**src/rtl/ofdm_frame_gen.sv**
```systemverilog
// OFDM transmit framer: preamble A, then for each IFFT symbol a cyclic prefix followed by the body.
// Define OFDM_FRAME_GEN_PINGPONG_EN for two symbol buffers and back-to-back symbols without LOAD gaps.
module ofdm_frame_gen #(
  parameter int unsigned DATA_SIZE = 16,
  parameter int unsigned FFT_SIZE  = 64,
  parameter int unsigned CP_LEN    = 16,
  parameter int unsigned N_SHORT   = 10
) (
  input  logic                 i_clk,
  input  logic                 i_reset_n,
  input  logic                 i_en,
  input  logic                 i_start,
  input  logic [7:0]           i_num_sym,
  input  logic                 i_valid,
  input  logic [DATA_SIZE-1:0] in_data_i,
  input  logic [DATA_SIZE-1:0] in_data_q,
  output logic                 o_ready,
  output logic                 o_valid,
  output logic [DATA_SIZE-1:0] o_data_i,
  output logic [DATA_SIZE-1:0] o_data_q,
  input  logic                 i_ready,
  input  logic                 i_cfg_we,
  input  logic [3:0]           i_cfg_addr,
  input  logic [DATA_SIZE-1:0] i_cfg_data_i,
  input  logic [DATA_SIZE-1:0] i_cfg_data_q,
  output logic                 o_busy,
  output logic                 o_frame_done
);

  localparam int unsigned PreLen = N_SHORT * 16;
  localparam int unsigned MaxCnt = (PreLen > FFT_SIZE) ? PreLen : FFT_SIZE;
  localparam int unsigned CntW   = $clog2(MaxCnt + 1);
  localparam int unsigned AddrW  = $clog2(FFT_SIZE);
  localparam int unsigned SW     = 2 * DATA_SIZE;

  localparam logic [CntW-1:0]  PreLenC   = CntW'(PreLen);
  localparam logic [CntW-1:0]  FftC      = CntW'(FFT_SIZE);
  localparam logic [CntW-1:0]  CpLastC   = CntW'(CP_LEN - 1);
  localparam logic [AddrW-1:0] CpBaseC   = AddrW'(FFT_SIZE - CP_LEN);
  localparam logic [AddrW-1:0] AddrLastC = AddrW'(FFT_SIZE - 1);

  typedef enum logic [2:0] {StIdle, StPreA, StLoad, StCp, StBody, StDone} state_e;

  state_e               state_q, state_d;
  logic [CntW-1:0]      cnt_q, cnt_d;
  logic [7:0]           sym_left_q, sym_left_d;
  logic [7:0]           load_left_q, load_left_d;
  logic [AddrW-1:0]     wr_cnt_q, wr_cnt_d;
  logic                 wr_sel_q, wr_sel_d;
  logic                 rd_sel_q, rd_sel_d;
  logic [1:0]           full_q, full_d;
  logic                 out_valid_q, out_valid_d;
  logic [DATA_SIZE-1:0] out_di_q, out_di_d;
  logic [DATA_SIZE-1:0] out_dq_q, out_dq_d;

  logic [SW-1:0] sym_buf_q [2][FFT_SIZE];
  logic [SW-1:0] tbl_q [16];

  logic       in_fire, wr_last, adv;
  logic [1:0] full_eff;

  logic             issue, use_buf, start_sym, drain, nxt_full, next_sel, rd_bsel;
  logic [AddrW-1:0] rd_addr;
  logic [SW-1:0]    sample, buf_word;

  assign in_fire  = i_en && i_valid && o_ready;
  assign wr_last  = in_fire && (wr_cnt_q == AddrLastC);
  // A buffer completing this cycle counts as full so the reader can start on it immediately.
  assign full_eff = full_q | (wr_last ? (2'b01 << wr_sel_q) : 2'b00);
  assign adv      = i_en && (!out_valid_q || i_ready);

`ifdef OFDM_FRAME_GEN_PINGPONG_EN
  assign o_ready = (state_q == StLoad) ||
                   ((state_q inside {StPreA, StCp, StBody}) && (load_left_q != 8'd0) &&
                    !full_q[wr_sel_q]);
`else
  assign o_ready = (state_q == StLoad);
`endif

  assign o_valid      = out_valid_q;
  assign o_data_i     = out_di_q;
  assign o_data_q     = out_dq_q;
  assign o_busy       = (state_q != StIdle);
  assign o_frame_done = (state_q == StDone);

  always_comb begin
    state_d     = state_q;
    cnt_d       = cnt_q;
    sym_left_d  = sym_left_q;
    load_left_d = load_left_q;
    wr_cnt_d    = wr_cnt_q;
    wr_sel_d    = wr_sel_q;
    rd_sel_d    = rd_sel_q;
    full_d      = full_q;
    out_valid_d = out_valid_q;
    out_di_d    = out_di_q;
    out_dq_d    = out_dq_q;
    issue       = 1'b0;
    use_buf     = 1'b0;
    start_sym   = 1'b0;
    drain       = 1'b0;
    nxt_full    = 1'b0;
    next_sel    = rd_sel_q;
    rd_bsel     = rd_sel_q;
    rd_addr     = '0;
    sample      = '0;
    buf_word    = '0;

    if (in_fire) begin
      wr_cnt_d = wr_cnt_q + 1'b1;
      if (wr_last) begin
        wr_cnt_d         = '0;
        full_d[wr_sel_q] = 1'b1;
        load_left_d      = load_left_q - 8'd1;
`ifdef OFDM_FRAME_GEN_PINGPONG_EN
        wr_sel_d         = ~wr_sel_q;
`endif
      end
    end

    unique case (state_q)
      StIdle: begin
        if (i_en && i_start) begin
          state_d     = StPreA;
          cnt_d       = '0;
          sym_left_d  = i_num_sym;
          load_left_d = i_num_sym;
          wr_cnt_d    = '0;
          wr_sel_d    = 1'b0;
          rd_sel_d    = 1'b0;
          full_d      = '0;
        end
      end
      StPreA: begin
        if (adv) begin
          if (cnt_q < PreLenC) begin
            issue  = 1'b1;
            sample = tbl_q[cnt_q[3:0]];
            cnt_d  = cnt_q + 1'b1;
          end else begin
            drain    = 1'b1;
            nxt_full = full_eff[rd_sel_q];
          end
        end
      end
      StLoad: begin
        if (adv && full_eff[rd_sel_q]) start_sym = 1'b1;
      end
      StCp: begin
        if (adv) begin
          issue   = 1'b1;
          use_buf = 1'b1;
          rd_addr = CpBaseC + cnt_q[AddrW-1:0];
          if (cnt_q == CpLastC) begin
            state_d = StBody;
            cnt_d   = '0;
          end else begin
            cnt_d = cnt_q + 1'b1;
          end
        end
      end
      StBody: begin
        if (adv) begin
          if (cnt_q < FftC) begin
            issue   = 1'b1;
            use_buf = 1'b1;
            rd_addr = cnt_q[AddrW-1:0];
            cnt_d   = cnt_q + 1'b1;
          end else begin
            drain            = 1'b1;
            sym_left_d       = sym_left_q - 8'd1;
            full_d[rd_sel_q] = 1'b0;
`ifdef OFDM_FRAME_GEN_PINGPONG_EN
            rd_sel_d = ~rd_sel_q;
            next_sel = ~rd_sel_q;
            nxt_full = full_eff[~rd_sel_q];
`endif
          end
        end
      end
      StDone: begin
        if (i_en) state_d = StIdle;
      end
      default: state_d = StIdle;
    endcase

    // Output register has drained the last sample of the current section.
    if (drain) begin
      cnt_d = '0;
      if (sym_left_d == 8'd0) begin
        state_d = StDone;
      end else if (nxt_full) begin
        start_sym = 1'b1;
      end else begin
        state_d = StLoad;
      end
    end

    if (start_sym) begin
      issue   = 1'b1;
      use_buf = 1'b1;
      rd_bsel = next_sel;
      rd_addr = CpBaseC;
      if (CP_LEN == 1) begin
        state_d = StBody;
        cnt_d   = '0;
      end else begin
        state_d = StCp;
        cnt_d   = CntW'(1);
      end
    end

    // Bypass the sample being written this cycle so a just-completed buffer reads correctly.
    buf_word = sym_buf_q[rd_bsel][rd_addr];
    if (in_fire && (wr_sel_q == rd_bsel) && (wr_cnt_q == rd_addr)) begin
      buf_word = {in_data_i, in_data_q};
    end
    if (use_buf) sample = buf_word;

    if (adv) begin
      out_valid_d = issue;
      if (issue) {out_di_d, out_dq_d} = sample;
    end
  end

  always_ff @(posedge i_clk or negedge i_reset_n) begin
    if (!i_reset_n) begin
      state_q     <= StIdle;
      cnt_q       <= '0;
      sym_left_q  <= '0;
      load_left_q <= '0;
      wr_cnt_q    <= '0;
      wr_sel_q    <= 1'b0;
      rd_sel_q    <= 1'b0;
      full_q      <= '0;
      out_valid_q <= 1'b0;
      out_di_q    <= '0;
      out_dq_q    <= '0;
    end else begin
      state_q     <= state_d;
      cnt_q       <= cnt_d;
      sym_left_q  <= sym_left_d;
      load_left_q <= load_left_d;
      wr_cnt_q    <= wr_cnt_d;
      wr_sel_q    <= wr_sel_d;
      rd_sel_q    <= rd_sel_d;
      full_q      <= full_d;
      out_valid_q <= out_valid_d;
      out_di_q    <= out_di_d;
      out_dq_q    <= out_dq_d;
    end
  end

  // Storage arrays are deliberately not reset; the preamble table survives reset.
  always_ff @(posedge i_clk) begin
    if (in_fire) sym_buf_q[wr_sel_q][wr_cnt_q] <= {in_data_i, in_data_q};
    if (i_en && i_cfg_we && (state_q == StIdle)) begin
      tbl_q[i_cfg_addr] <= {i_cfg_data_i, i_cfg_data_q};
    end
  end

endmodule
```
**config.mk**
```make
export PLATFORM = sky130hd
export DESIGN_NAME = ofdm_frame_gen
export DESIGN_NICKNAME = d
export VERILOG_FILES = /design/src/rtl/ofdm_frame_gen.sv
export SDC_FILE = /design/constraint.sdc
export NUM_CORES = 2
export LEC_CHECK = 0
export ABC_AREA = 1
export CAP_MARGIN = 15
export CORE_AREA = 3 3 526 528
export CTS_CLUSTER_SIZE = 24
export DETAILED_ROUTE_END_ITERATION = 12
export DIE_AREA = 0 0 529 531
export PLACE_DENSITY = 0.61
export SLEW_MARGIN = 0
export SYNTH_ARGS = -nofsm -noshare
export SYNTH_HDL_FRONTEND = slang
export SYNTH_MEMORY_MAX_BITS = 65536
export SYNTH_SLANG_ARGS = --single-unit
```
**constraint.sdc**
```tcl
create_clock -name i_clk -period 8.9 [get_ports i_clk]
set_input_delay 1.335 -clock i_clk [delete_from_list [all_inputs] [get_ports i_clk]]
set_output_delay 1.335 -clock i_clk [all_outputs]
set_load 0.01 [all_outputs]
```
* Yosys cells after proc, flatten, opt, wreduce, memory -nomap -nowiden
Memories as Yosys holds them, arrays and structs flattened.
Cells that the tools add are included.
** Word-level totals
- Flip-flop bits (word level) :: 60
- Bits in latches :: 0
- RAM bits :: 4608
- Memory bits (read-only) :: 0
- Input bits :: 83
- Output and inout port bits :: 36
- Logic and storage cells :: 129
- Memories kept :: 2
** Cells by class
- Add/sub/neg operators :: 4
- Multiply operators :: 0
- Divide/modulo/power cells :: 0
- Order comparisons :: 5
- Equality and inequality tests :: 14
- Shift-type cells :: 0
- Multiplexer cells :: 74
- Bitwise operators :: 3
- Reductions and logical operators :: 19
** Memory list
- sym_buf_q :: depth 2, bits a word 2048, rd ports 1, clocked after Yosys merged registers in 0, wr ports 1, RTL line 56 : logic [SW-1:0] sym_buf_q [2][FFT_SIZE];
- tbl_q :: depth 16, bits a word 32, rd ports 1, clocked after Yosys merged registers in 0, wr ports 1, RTL line 57 : logic [SW-1:0] tbl_q [16];
** Operators by type and width (count)
- two-way mux 2048 bit :: 1
- two-way mux 32 bit :: 7
- binary-select mux 32 bit (select 6 bit) :: 1
- demux 32 bit (select 6 bit) :: 1
- two-way mux 8 bit :: 12
- two-way mux 6 bit :: 8
- case mux 8 bit (4 select lines) :: 1
- two-way mux 1 bit :: 27
- two-way mux 3 bit :: 8
- != test 4 bit, second input constant :: 6
- case mux 8 bit (2 select lines) :: 1
- greater-or-equal comparator 7 bit, second input constant :: 2
- NOT 6 -> 7 bit :: 2
- case mux 3 bit (4 select lines) :: 1
- case mux 6 bit (2 select lines) :: 1
- logical AND 1 bit :: 10
- adder 8 x 1 -> 8 bit, second input constant :: 1
- equality test 8 x 4 -> 1 bit, second input constant :: 1
- logical NOT 8 bit :: 1
- less-than comparator 8 x 7 -> 1 bit, second input constant :: 1
- less-than comparator 8 bit, second input constant :: 1
- subtractor 8 x 1 -> 8 bit, second input constant :: 1
- less-than comparator 7 x 1 -> 1 bit, second input constant :: 1
- AND reduction 7 bit :: 1
- other kinds (19) :: 22

* Depth between registers and ports, before layout
- Depth after elaboration :: 18
- Mapped depth :: 22
- Depth with buffers taken out :: 21

* Least setup slack after synthesis
Ideal clock, no wire load.
- Kind :: input-to-reg
- Start point :: input i_en
- End point :: memory sym_buf_q[0][1024] (netlist bit) (enable)
- Setup time :: 461 ps
- Arrival time :: 4289 ps
- Required time :: 8439 ps
- Slack :: 4149 ps
- Stages :: 7
- Path buffers :: 1
- Path through :: buf_4 > nand3_4 > nor4_1 > inv_1 > nor2_1 > inv_1 > nor3_1
** Between the ends
- Word-level cells in the longest chain between the ends :: 4
** RTL lines
- from (decl) :: RTL line 11 : input logic i_en,
- logical AND 1 bit (2 in series) :: RTL line 66 : assign in_fire = i_en && i_valid && o_ready;
- two-way mux 1 bit :: RTL line 256 : if (in_fire) sym_buf_q[wr_sel_q][wr_cnt_q] <= {in_data_i, in_data_q};
- two-way mux 2048 bit (implied by the code) :: RTL line 256
- to (decl) :: RTL line 56
No other way between the ends.

* Final worst setup path
- Start point :: input i_en
- End point :: register out_di_q[4], in the netlist o_data_i[4]
** Between the ends
- Word-level cells in the longest chain between the ends :: 18
- Elaborated cells between the ends (all ways) :: 43
- Those cells by class :: 1 x eq/ne; 31 x mux; 2 x bitwise; 9 x reduce/logical
** RTL lines
- logical AND 1 bit (2 in series) :: RTL line 66
- logical AND 1 bit :: RTL line 67 : assign wr_last = in_fire && (wr_cnt_q == AddrLastC);
- two-way mux 1 bit :: RTL line 69 : assign full_eff = full_q | (wr_last ? (2'b01 << wr_sel_q) : 2'b00);
- OR 1 bit :: RTL line 69
- two-way mux 1 bit / logical AND 1 bit (equally long branches) :: RTL line 136, 147
- two-way mux 1 bit (on tied branches) :: RTL line 135, 147
- two-way mux 1 bit :: RTL line 121 : unique case (state_q)
- two-way mux 1 bit :: RTL line 192 : end else if (nxt_full) begin
- two-way mux 1 bit :: RTL line 190 : if (sym_left_d == 8'd0) begin
- two-way mux 1 bit :: RTL line 188 : if (drain) begin
- two-way mux 6 bit :: RTL line 199 : if (start_sym) begin
- NOT 6 -> 7 bit (implied by the code) :: RTL line 214 : buf_word = sym_buf_q[rd_bsel][rd_addr];
- binary-select mux 32 bit (select 6 bit) :: RTL line 214
- two-way mux 32 bit (implied by the code) (2 in series) :: RTL line 214
- two-way mux 32 bit :: RTL line 215 : if (in_fire && (wr_sel_q == rd_bsel) && (wr_cnt_q == rd_addr)) begin
- two-way mux 32 bit :: RTL line 218 : if (use_buf) sample = buf_word;
- to (signal assigned) :: RTL line 249 : out_di_q <= out_di_d;
- to (decl) :: RTL line 53 : logic [DATA_SIZE-1:0] out_di_q, out_di_d;
Parallel ways exist; a longest one is shown, timed or not. The select of a mux whose other input is x is not followed.
A chain may end at the register's enable or synchronous reset.

==> results.cfg <==
[finish]
final_common_cell = edfxtp_1
nNetsFinal = 8806
drive_above_1_share_pct = 11.4
final_cells = 12506
area.growth.synth_to_final_pct = 12.5
final_cell_mix = 2,560 x edfxtp_1, 1,244 x nand2_1, 1,009 x o211ai_1

[sta]
fmax_ghz = 0.186
worst_pin_slew_ps = 1190
slew-limit-headroom_pct = 21.0
grt_setup_unrepaired = no
tns_ps = 0
final-setup-viol-count = 0
clock_skew_ps = 77.4
slew_viol_final = 0
hold_viol_final = 0
fin_crit_ps = 5370
fin_crit_sh_pct = 60.4

[setup_path]
path_class = input port to flop
required_ps = 9750
cp.arrival_ps = 6230
reg2reg_depth = 16
cp_max_fo = 136
cp-end-kind = flop
critPathLaunchType = input port

[place]
hpwl_um = 161000
dp_cells = 12015
numPortBuffers = 118
routabilityCongestion = 0.836

[drt]
wirelength_um = 315000
wire_per_inst_um = 25.2
vias = 69772
drt_first_iter_violations = 7811
first_pass_iters = 7
drc = 0
via_per_inst = 5.58
antenna_left = 0

[grt]
grt_max_degree = 225
grt_pass1_wl_um = 456000
antenna_found_initial = 27
overflow = 0
grt_pass1_vias = 66805
globalRouteTotalUtil_pct = 21.9

[synth]
syn_area_per_cell_um2 = 12.5
ys_warn_count = 0
synthFlopType = edfxtp_1
syn_area_um2 = 109000
syn_inst = 8713
ys_ff_latch = 2619
yosysTopAreaCellShare_pct = 70.6
synth_enable_flop_cells = 2560
synth_fp_nets = 8801
synth_area_leaders = edfxtp_1 71%, o211ai_1 7.0%, nand3_1 4.4%
synthDistinctLibCells = 45
ys_seq_area_share_pct = 71.9
synthArstFlopShare_pct = 2.25
synth_top_area_cell = edfxtp_1

[clock_tree]
clkTransAtPathRegs_ps = 60
hold_buffers = 0
cts-root-buf = clkbuf_16
htree_levels = 5
cts_setup_buffers = 0
clkSinkCount = 2619
cts_resized = 0
cts_buffers = 289
insertion_delay_ps = 970
cts_tree = done
clockBufferDepth = 4

[hold_path]
hp-class = flop to flop
holdPathStages = 2

[floorplanning]
core-area_um2 = 273000
core.rowCount = 192
io_pins = 119
die_y_um = 531
initial_utilization_pct = 39.9
fp.dieArea_um2 = 281000
die_x_um = 529

[power]
ir_drop_uv = 280
p_per_area_nw_per_um2 = 230
p_leak_nw = 41.8

[status]
status = finished clean

[run]
drv_cap = 0
==> worst max-delay path, stage by stage <==
cell	delay (ps)
clkdlybuf4s50_1	560
nand2_2	310
inv_2	150
nand3_1	200
nand2_8	460
inv_16	550
buf_12	510
o211ai_1	190
nand3_1	160
nand3_1	120
nand2_1	100
inv_1	110
nand2_1	80
nand3_1	340
nand2_1	210
inv_2	50
nand2_1	50
nand3_1	170
a21oi_1	180
==> cell usage after synthesis (23+ instances only) <==
| master | count |
|---|---|
| clkbuf_1 | 203 |
| or2_2 | 286 |
| buf_1 | 48 |
| inv_2 | 40 |
| nand3_1 | 957 |
| o21ai_0 | 304 |
| dfrtp_1 | 59 |
| nor2_1 | 403 |
| o22ai_1 | 121 |
| edfxtp_1 | 2560 |
| buf_2 | 255 |
| buf_4 | 42 |
| o211ai_1 | 1009 |
| a21oi_1 | 69 |
| a32o_1 | 27 |
| nand2_1 | 1246 |
| clkinv_1 | 23 |
| inv_1 | 952 |
==> per-stage QoR <==
step / power (mW) / instance area [um^2] / utilization (%) / hold WS (ps) / worst slack, ps
2_1_floorplan: 15.8 / 109000 / - / 511 / 4150
3_3_place_gp: 17.2 / 114000 / 41.7 / 514 / 1380
3_5_place_dp: 17.3 / 114000 / 41.7 / 529 / 2450
4_1_cts: 28.3 / 122000 / 44.9 / 541 / 3430
5_1_grt: 29.1 / 122000 / 44.9 / 550 / 3310
6_report: 28.2 / 122000 / 44.9 / 538 / 3530
==> path summary, 6_finish.rpt <==
path / start / to / slack [ps]
worst max-delay path: i_en / o_data_i[4] / 3530
worst min-delay path: o_data_i[9] / o_data_i[9] / 540
worst max register to register: wr_cnt_q[4] / o_data_q[11] / 3640
worst min register to register: o_data_i[9] / o_data_i[9] / 540
max in group asynchronous: i_reset_n / cnt_q[0] / 7520
min in group asynchronous: i_reset_n / sym_left_q[5] / 590
==> metal layers <==
metal	wire length [um]	vias to the layer above	GRT usage [%]
met5	100	-	0
met4	12600	16	8.58
met3	27700	648	4.71
met2	148000	2975	35.5
met1	127000	34767	29.0
li1	-	31366	-
==> report_power, final <==
| group | total [mW] | switching, mW | internal [mW] |
|---|---|---|---|
| clock network | 11.1 | 4.68 | 6.45 |
| registers | 13.9 | 0.174 | 13.7 |
| logic | 3.21 | 2.33 | 0.880 |
| total | 28.2 | 7.19 | 21.0 |
==> kinds of logic after synthesis <==
family	count (synthesis)	synth area share, %
adder cells (fa/ha/maj)	5	0.0574
buffers and inverters	1589	6.07
AND/OR/NAND/NOR	2950	12.2
flip-flops	2619	71.9
XOR/XNOR	2	0.0161
AO/OA/AOI/OAI	1548	9.76
==> state kept, by name (all words and copies together), names as in the netlist <==
name / count
sym_buf_q: 2048
state_q: 3
wr_cnt_q: 6
tbl_q: 512
o_data_i: 16
cnt_q: 8
o_valid: 1
full_q: 1
sym_left_q: 8
o_data_q: 16
==> layout make-up <==
cell class                 count  area [um^2]
antenna                        9         22.5
clock buffer                 373         7700
clock inverter               108          881
fill                       24323       150000
inverter                    1017         3860
multi-input combinational   4505        24600
sequential                  2619        78400
tap                         3589         4490
timing repair buffer         286         2570
(Power assumes the default switching activity.)
